<file path="src/rtl/sifh_hist_readout_pkg.sv">
// Shared widths and scan states for the SiFH histogram readout.
// Defaults mirror the SiFH width header.
package sifh_hist_readout_pkg;

  localparam int PEAK_MAX_DFLT     = 10;
  localparam int BIN_BITS_DFLT     = 4;
  localparam int PIX_BITS_DFLT     = 2;
  localparam int RAM_ADDR_DFLT     = PIX_BITS_DFLT + BIN_BITS_DFLT;
  localparam int PIXEL_NUM_PER_RAM = 1 << PIX_BITS_DFLT;

  typedef enum logic [2:0] {
    S_IDLE  = 3'd0,
    S_READ  = 3'd1,
    S_DRAIN = 3'd2,
    S_EMIT  = 3'd3,
    S_DONE  = 3'd4
  } state_e;

endpackage

</file>
<file path="src/rtl/sifh_hist_readout_if.sv">
// Peak result stream: {pixel, bin, count} over valid/ready.
// Master drives the result, slave drives ready.
interface sifh_hist_readout_if
  import sifh_hist_readout_pkg::*;
#(
  parameter int PIX_BITS = PIX_BITS_DFLT,
  parameter int BIN_BITS = BIN_BITS_DFLT,
  parameter int PEAK_MAX = PEAK_MAX_DFLT
);

  logic                pk_valid;
  logic                pk_ready;
  logic [PIX_BITS-1:0] pk_pixel;
  logic [BIN_BITS-1:0] pk_bin;
  logic [PEAK_MAX-1:0] pk_count;

  modport master (
    output pk_valid,
    output pk_pixel,
    output pk_bin,
    output pk_count,
    input  pk_ready
  );

  modport slave (
    input  pk_valid,
    input  pk_pixel,
    input  pk_bin,
    input  pk_count,
    output pk_ready
  );

endinterface

</file>
<file path="src/rtl/sifh_peak_cmp.sv">
// Running-max register with bin tag; strictly-greater update
// keeps the lowest bin on ties.
module sifh_peak_cmp
  import sifh_hist_readout_pkg::*;
#(
  parameter int PEAK_MAX = PEAK_MAX_DFLT,
  parameter int BIN_BITS = BIN_BITS_DFLT
) (
  input  logic                clk,
  input  logic                res,
  input  logic                init_i,
  input  logic                en_i,
  input  logic [PEAK_MAX-1:0] data_i,
  input  logic [BIN_BITS-1:0] bin_i,
  output logic [PEAK_MAX-1:0] max_o,
  output logic [BIN_BITS-1:0] bin_o
);

  logic [PEAK_MAX-1:0] max_q, max_d;
  logic [BIN_BITS-1:0] bin_q, bin_d;
  logic                upd;

  assign upd = !init_i && en_i && (data_i > max_q);

  always_comb begin
    max_d = max_q;
    bin_d = bin_q;
    unique case (1'b1)
      init_i: begin
        max_d = '0;
        bin_d = '0;
      end
      upd: begin
        max_d = data_i;
        bin_d = bin_i;
      end
      default: ;
    endcase
  end

  always_ff @(posedge clk or negedge res) begin
    if (!res) begin
      max_q <= '0;
      bin_q <= '0;
    end else begin
      max_q <= max_d;
      bin_q <= bin_d;
    end
  end

  assign max_o = max_q;
  assign bin_o = bin_q;

endmodule

</file>
<file path="src/rtl/sifh_hist_readout.sv">
// Scans the histogram SRAM pixel by pixel, streams each pixel's
// peak bin and optionally zeroes every bin behind the read.
module sifh_hist_readout
  import sifh_hist_readout_pkg::*;
#(
  parameter int PEAK_MAX = PEAK_MAX_DFLT,
  parameter int BIN_BITS = BIN_BITS_DFLT,
  parameter int PIX_BITS = PIX_BITS_DFLT,
  parameter int RAM_ADDR = PIX_BITS + BIN_BITS
) (
  input  logic                clk,
  input  logic                res,
  input  logic                start,
  input  logic                clear_en,
  output logic                busy,
  output logic                done,
  output logic [RAM_ADDR-1:0] ram_raddr,
  output logic                ram_ren,
  input  logic [PEAK_MAX-1:0] ram_rdata,
  output logic [RAM_ADDR-1:0] ram_waddr,
  output logic                ram_wen,
  output logic [PEAK_MAX-1:0] ram_wdata,
  sifh_hist_readout_if.master pk
);

  localparam logic [BIN_BITS-1:0] BIN_LAST = '1;
  localparam logic [PIX_BITS-1:0] PIX_LAST = '1;

  state_e              state_q, state_d;
  logic [PIX_BITS-1:0] pix_q, pix_d;
  logic [BIN_BITS-1:0] bin_q, bin_d;
  logic                clr_q, clr_d;
  logic                rvld_q;
  logic [RAM_ADDR-1:0] raddr_q;
  logic                rd_go;
  logic                emit;
  logic                pk_init;
  logic [PEAK_MAX-1:0] max_cnt;
  logic [BIN_BITS-1:0] max_bin;

  assign rd_go   = (state_q == S_READ);
  assign emit    = (state_q == S_EMIT);
  assign pk_init = rd_go && (bin_q == '0);

  always_comb begin
    state_d = state_q;
    pix_d   = pix_q;
    bin_d   = bin_q;
    clr_d   = clr_q;
    unique case (state_q)
      S_IDLE: begin
        if (start) begin
          state_d = S_READ;
          pix_d   = '0;
          bin_d   = '0;
          clr_d   = clear_en;
        end
      end
      S_READ: begin
        bin_d = bin_q + 1'b1;
        if (bin_q == BIN_LAST) state_d = S_DRAIN;
      end
      S_DRAIN: state_d = S_EMIT;
      S_EMIT: begin
        // Next pixel is only fetched once this result is taken
        if (pk.pk_ready) begin
          if (pix_q == PIX_LAST) begin
            state_d = S_DONE;
          end else begin
            state_d = S_READ;
            pix_d   = pix_q + 1'b1;
            bin_d   = '0;
          end
        end
      end
      S_DONE:  state_d = S_IDLE;
      default: state_d = S_IDLE;
    endcase
  end

  always_ff @(posedge clk or negedge res) begin
    if (!res) begin
      state_q <= S_IDLE;
      pix_q   <= '0;
      bin_q   <= '0;
      clr_q   <= 1'b0;
      rvld_q  <= 1'b0;
      raddr_q <= '0;
    end else begin
      state_q <= state_d;
      pix_q   <= pix_d;
      bin_q   <= bin_d;
      clr_q   <= clr_d;
      rvld_q  <= rd_go;
      if (rd_go) raddr_q <= {pix_q, bin_q};
    end
  end

  sifh_peak_cmp #(
    .PEAK_MAX (PEAK_MAX),
    .BIN_BITS (BIN_BITS)
  ) u_peak (
    .clk    (clk),
    .res    (res),
    .init_i (pk_init),
    .en_i   (rvld_q),
    .data_i (ram_rdata),
    .bin_i  (raddr_q[BIN_BITS-1:0]),
    .max_o  (max_cnt),
    .bin_o  (max_bin)
  );

  assign busy      = (state_q == S_READ) ||
                     (state_q == S_DRAIN) ||
                     (state_q == S_EMIT);
  assign done      = (state_q == S_DONE);
  assign ram_ren   = rd_go;
  assign ram_raddr = rd_go ? {pix_q, bin_q} : '0;

  // Clear the word whose data is returning, one behind the read
  assign ram_wen   = rvld_q && clr_q;
  assign ram_waddr = ram_wen ? raddr_q : '0;
  assign ram_wdata = '0;

  assign pk.pk_valid = emit;
  assign pk.pk_pixel = emit ? pix_q : '0;
  assign pk.pk_bin   = emit ? max_bin : '0;
  assign pk.pk_count = emit ? max_cnt : '0;

endmodule

</file>
<file path="src/flat_wrapper.sv">
// flat-port wrapper written by rule: the top's interface ports become plain ports
module sifh_hist_readout_flat import sifh_hist_readout_pkg::*;
#(
  parameter int PEAK_MAX = PEAK_MAX_DFLT,
  parameter int BIN_BITS = BIN_BITS_DFLT,
  parameter int PIX_BITS = PIX_BITS_DFLT,
  parameter int RAM_ADDR = PIX_BITS + BIN_BITS
)
  (clk, res, start, clear_en, busy, done, ram_raddr, ram_ren, ram_rdata, ram_waddr, ram_wen, ram_wdata, pk_pk_valid, pk_pk_pixel, pk_pk_bin, pk_pk_count, pk_pk_ready);
  sifh_hist_readout_if #(.PIX_BITS(PIX_BITS), .BIN_BITS(BIN_BITS), .PEAK_MAX(PEAK_MAX)) pk_i ();
  input  logic clk;
  input  logic res;
  input  logic start;
  input  logic clear_en;
  output logic busy;
  output logic done;
  output logic [RAM_ADDR-1:0] ram_raddr;
  output logic ram_ren;
  input  logic [PEAK_MAX-1:0] ram_rdata;
  output logic [RAM_ADDR-1:0] ram_waddr;
  output logic ram_wen;
  output logic [PEAK_MAX-1:0] ram_wdata;
  output wire logic [$bits(pk_i.pk_valid)-1:0] pk_pk_valid;
  output wire logic [$bits(pk_i.pk_pixel)-1:0] pk_pk_pixel;
  output wire logic [$bits(pk_i.pk_bin)-1:0] pk_pk_bin;
  output wire logic [$bits(pk_i.pk_count)-1:0] pk_pk_count;
  input wire logic [$bits(pk_i.pk_ready)-1:0] pk_pk_ready;
  assign pk_pk_valid = pk_i.pk_valid;
  assign pk_pk_pixel = pk_i.pk_pixel;
  assign pk_pk_bin = pk_i.pk_bin;
  assign pk_pk_count = pk_i.pk_count;
  assign pk_i.pk_ready = pk_pk_ready;
  sifh_hist_readout #(.PEAK_MAX(PEAK_MAX), .BIN_BITS(BIN_BITS), .PIX_BITS(PIX_BITS), .RAM_ADDR(RAM_ADDR)) u_core (.clk(clk), .res(res), .start(start), .clear_en(clear_en), .busy(busy), .done(done), .ram_raddr(ram_raddr), .ram_ren(ram_ren), .ram_rdata(ram_rdata), .ram_waddr(ram_waddr), .ram_wen(ram_wen), .ram_wdata(ram_wdata), .pk(pk_i));
endmodule
</file>
<file path="config.mk">
export PLATFORM = sky130hd
export DESIGN_NAME = sifh_hist_readout_flat
export DESIGN_NICKNAME = d
export VERILOG_FILES = /design/src/rtl/sifh_hist_readout_pkg.sv /design/src/rtl/sifh_hist_readout_if.sv /design/src/rtl/sifh_peak_cmp.sv /design/src/rtl/sifh_hist_readout.sv /design/src/flat_wrapper.sv
export SDC_FILE = /design/constraint.sdc
export NUM_CORES = 1
export LEC_CHECK = 0
export CAP_MARGIN = 20
export CORE_MARGIN = 3
export CORE_UTILIZATION = 33
export DETAILED_ROUTE_END_ITERATION = 8
export GPL_TIMING_DRIVEN = 1
export MAX_ROUTING_LAYER = met4
export PLACE_DENSITY = 0.57
export SETUP_SLACK_MARGIN = 0.05
export SLEW_MARGIN = 40
export SYNTH_ARGS = -nofsm -noshare
export SYNTH_HDL_FRONTEND = slang
export SYNTH_SLANG_ARGS = --single-unit
</file>
<file path="constraint.sdc">
create_clock -name clk -period 2.5 [get_ports clk]
set_input_delay 0.25 -clock clk [delete_from_list [all_inputs] [get_ports clk]]
set_output_delay 0.25 -clock clk [all_outputs]
set_load 0.02 [all_outputs]
</file>
* Word level (Yosys, flattened, before mapping)
Cells that the tools add are included. W data, S select, Z words.
Cells by class: add/sub/neg operators 2, $lt $le $gt $ge 1, equality and inequality tests 10, muxes and demuxes 20, reductions and logical operators 16
Operators by type and width (number):
- $pmux W10 S2 | 1
- $mux W4 | 4
- $mux W3 | 4
- $mux W6 | 2
- $pmux W3 S4 | 1
- $pmux W4 S3 | 1
- $gt A10 B10 Y1 | 1
- $mux W10 | 1
- $mux W2 | 4
- $ne A2 B2 Y1 const B | 4
- $pmux W4 S2 | 1
- $reduce_and A4 Y1 | 2
- $eq A3 B2 Y1 const B | 2
- $add A4 B1 Y4 const B | 1
- $eq A4 B4 Y1 const B | 1
- $logic_and A1 B1 Y1 | 4
- $logic_not A4 Y1 | 1
- $pmux W2 S2 | 1
- $reduce_bool A2 Y1 | 2
- $eq A3 B1 Y1 const B | 1
- $eq A3 B3 Y1 const B | 1
- $logic_not A3 Y1 | 1
- $reduce_and A3 Y1 | 1
- $reduce_bool A3 Y1 | 1
- other kinds (5) | 6
Word-level totals: bits in registers 31, output and inout port bits 43

* Depth between registers and ports, before layout
Gate-level depths: netlist of the first run.
depth after elaboration 6, gate-level depth with buffers 8, depth with buffers taken out 7

* Hierarchy
A second synthesis of the first run with hierarchy kept.
Second synthesis, totals: cells, all modules 210, area, all modules 2047.0 um^2
By module, submodules not included:
- sifh_hist_readout | instances 1, cells each 113, area each 1078.5 um^2
- sifh_peak_cmp | instances 1, cells each 97, area each 968.4 um^2

* Worst setup path before layout of the first run
Ideal clock, no wire load.
kind register -> register, start point register u_core.u_peak.max_q[1] (netlist: u_core.u_peak.max_o[1]), end point register u_core.u_peak.bin_q[0] (netlist: u_core.u_peak.bin_o[0]), setup time 0.079 ns, arrival time 1.830 ns, path slack 0.590 ns, cell stages (with the launch flop) 8, buffers on the path 1, period minus slack after synthesis 1.910 ns, path through dfrtp_1 > inv_1 > ha_1 > a21o_4 > a211o_1 > o2111ai_4 > buf_12 > mux2i_1
On the way: word-level cells in the longest chain between the ends 3, elaborated cells on any way between the ends 4, classes of those cells order compare: 1; mux: 1; reduce/logical: 2
Ends and longest elaborated chain:
- from (decl) | line sifh_peak_cmp.sv:19 | logic [PEAK_MAX-1:0] max_q, max_d;
- from (signal assigned) | line sifh_peak_cmp.sv:46 | max_q <= max_d;
- $gt A10 B10 Y1 * | line sifh_peak_cmp.sv:23 | assign upd = !init_i && en_i && (data_i > max_q);
- $logic_and A1 B1 Y1 * | line sifh_peak_cmp.sv:23
- $pmux W4 S2 or $reduce_bool A2 Y1 (tied branches)
- to (signal assigned) | line sifh_peak_cmp.sv:47 | bin_q <= bin_d;
- to (decl) | line sifh_peak_cmp.sv:20 | logic [BIN_BITS-1:0] bin_q, bin_d;
Every way passes the cells marked *; elsewhere a longest branch is shown, timed or not. A chain may end at the register's enable or synchronous reset.

* Worst setup path in the final report of the first run
start point register u_core.state_q[2], end point output port pk_pk_bin[0]
On the way: word-level cells in the longest chain between the ends 2
Ends and longest elaborated chain:
- from (decl) | line sifh_hist_readout.sv:29 | state_e state_q, state_d;
- from (signal assigned) | line sifh_hist_readout.sv:90 | state_q <= state_d;
- $eq A3 B2 Y1 | line sifh_hist_readout.sv:42 | assign emit = (state_q == S_EMIT);
- $mux W4 | line sifh_hist_readout.sv:127 | assign pk.pk_bin = emit ? max_bin : '0;
- to (decl) | line flat_wrapper.sv:25 | output wire logic [$bits(pk_i.pk_bin)-1:0] pk_pk_bin;
Every way passes these cells.

==> metrics.yaml, run 1 <==
clock_network:
  clock_latency_ps: 270
  htreeDepth: 2
  root_buffer: "clkbuf_8"
  cts_max_path_buffers: 2
  holdBufCountCts: 0
  cts_resized: 0
  clkSinkCount: 31
  cts_tree: "built"
  clk_pin_slew_ps: 60
  cts_setup_buffers: 0
  cts_buffers: 5
run_status:
  status: "complete, no violations"
power:
  p_per_area_nw_per_um2: 1160
  power_mw: 2.96
  peakVddDrop_mv: 0.639
  p_leak_nw: 1.31
worst_setup_path:
  end_kind: "output pin"
  cp_max_fo: 15
  crit_slowest_cell: "clkdlybuf4s50_1"
  crit_required_ps: 2250
  crit_path_start_kind: "flip-flop"
  cpPeakStageDelay_ps: 610
  critical_path_buf_inv_count: 2
  crit_family: "buffers and inverters"
  critPathKind: "reg2out"
  cp_data_arrival_time_ps: 2090
  crit_chain: "and3b_1 > buf_12 > and2_1 > clkdlybuf4s50_1"
worst_hold_path:
  hold_path_class: "in2async"
grt:
  gr-total-overflow: 0
  grt_pass1_wl_microns: 6960
  grt_busiest_layer: "met2"
  grt_use_met2: 0.197
  grt_max_degree: 32
  met3_usage: 0.0347
  antenna_found_initial: 0
  met1_usage: 0.191
  grt_pass1_vias: 1442
  grt_use_total: 0.140
synthesis:
  yosysSeqAreaShare: 0.400
  syn-cell-area_sq_um: 1940
  synthTopCellsByCount: "dfrtp_1 (31), inv_1 (27), and2_1 (22), nand2_1 (22), mux2i_1 (14)"
  postSynthAreaPerCell_sq_um: 9.20
  synth_top_area_frac: 0.400
  synth_cell_type_count: 37
  yosysTopAreaCell: "dfrtp_1"
  yosys-top-cells-area: "dfrtp_1 (40%), ha_1 (8.4%), mux2i_1 (7.2%), and2_1 (7.1%), inv_1 (5.2%)"
  synth-async-reset-ratio: 1.00
  synth_edf_count: 0
  synth_most_common_cell: "dfrtp_1"
  yosys_warnings: 0
  ys_ff_latch: 31
  synth_ff_type: "dfrtp_1"
  syn_inst: 211
route:
  ant_nets: 0
  drc: 0
  vias_per_cell: 4.54
  drtIter0Drc: 71
  drt_pre_antenna_iters: 4
  vias: 1513
  wl_per_cell_microns: 12.7
  drt-total-wl_microns: 4220
die:
  rows: 27
  fp.coreArea_sq_um: 5610
  ios: 58
  fp.dieW_microns: 82.7
  start_util: 0.346
  die_h_microns: 82.7
  die_area_sq_um: 6840
placement:
  dp_cells: 327
  numPortBuffers: 47
  place_congestion: 0.861
  place_ws_ps: 194
  dp_hpwl_microns: 3110
  place_area_sq_um: 2480
timing:
  tns_ps: 0
  timing.final.hold_violations: 0
  period_needed_ps: 2340
  max_freq_mhz: 427
  setup_viol: 0
  finalMaxSlewViolations: 0
  period_share: 0.937
  worst_slack_ps: 158
  rsz0062_at_grt: "false"
  fin_skew_ps: 6.26
  finalHoldWorstSlack_ps: 382
cells_and_area:
  stdcell_area_sq_um: 2560
  n_antenna_cell: 0
  n_fill_cell: 561
  post_layout_nonfiller_instances: 333
  area_growth_pct: 32.0
  layout-drive-gt1-share: 0.0766
  fin_util: 0.457
  finalNetCount: 290
run:
  cap_violations: 0
==> registers in the layout, indices dropped and copies added, names as in the netlist <==
| register | flops |
|---|---|
| u_core.clr_q | 1 |
| u_core.state_q | 3 |
| u_core.bin_q | 4 |
| u_core.u_peak.max_o | 10 |
| u_core.rvld_q | 1 |
| u_core.raddr_q | 6 |
| u_core.u_peak.bin_o | 4 |
| u_core.pix_q | 2 |
==> cells in the final DEF (no fill, tap or decap), types with 2 or more instances in the layout <==
cell type,netlist,final
a21o_1,8,8
a21oi_1,3,3
and2_1,22,22
and3_1,7,7
buf_12,1,2
buf_4,10,5
clkbuf_8,0,5
clkdlybuf4s50_1,0,47
conb_1,1,10
dfrtp_1,31,31
ha_1,13,13
inv_1,27,26
mux2i_1,14,14
nand2_1,22,22
nand3_1,5,5
nand4_1,2,2
nor2_1,10,10
o21ai_0,9,9
==> final cells by class <==
class                   instances  area, sq um  share of cell area
multi-input cells             142          966               0.377
flip-flops and latches         31          776               0.303
repair buffers                 54          548               0.214
inverters                      28          109              0.0425
well taps                      72         90.1              0.0352
clock buffers                   6         72.6              0.0283
==> worst paths after layout <==
kind	slack, ps	startpoint	endpoint	depth (start not counted)
max in group asynchronous	1830	res	u_core.u_peak.bin_o[2]$_DFFE_PN0P_	2
max reg2reg	560	u_core.u_peak.max_o[1]$_DFFE_PN0P_	u_core.u_peak.max_o[0]$_DFFE_PN0P_	7
min reg2reg	480	u_core.raddr_q[5]$_DFFE_PN0P_	u_core.raddr_q[5]$_DFFE_PN0P_	1
max	160	u_core.state_q[2]$_DFFE_PN0P_	pk_pk_bin[0]	4
min	380	res	u_core.raddr_q[5]$_DFFE_PN0P_	2
min in group clk	480	u_core.raddr_q[5]$_DFFE_PN0P_	u_core.raddr_q[5]$_DFFE_PN0P_	1
==> cell families after synthesis <==
| logic type | count (synthesis) | share of synthesized area |
|---|---|---|
| mux | 15 | 0.0780 |
| fa+ha+maj | 13 | 0.0838 |
| compound gates | 29 | 0.115 |
| other cells | 1 | 0.00193 |
| simple gates | 75 | 0.202 |
| flops | 31 | 0.400 |
| buf+inv | 47 | 0.120 |
==> report_power, final <==
group,internal (mW),total (mW),switching (mW)
combinational,0.833,1.69,0.856
sequential,0.726,0.920,0.194
clock,0.185,0.355,0.169
==> per-layer routing <==
layer  wire length [microns]  share of wire  vias up
li1                        -              -      772
met1                    2140           0.51      689
met2                    1790           0.42       48
met3                     241          0.057        4
met4                      47          0.011        0
met5                       0              0        -
(Power assumes the default switching activity.)
==> run 2, diff against run 1 <==
GPL_ROUTABILITY_DRIVEN = 1   (was unset)
==> results of run 2 <==
The final DEF is identical to that of run 1; final timing and power are the same.
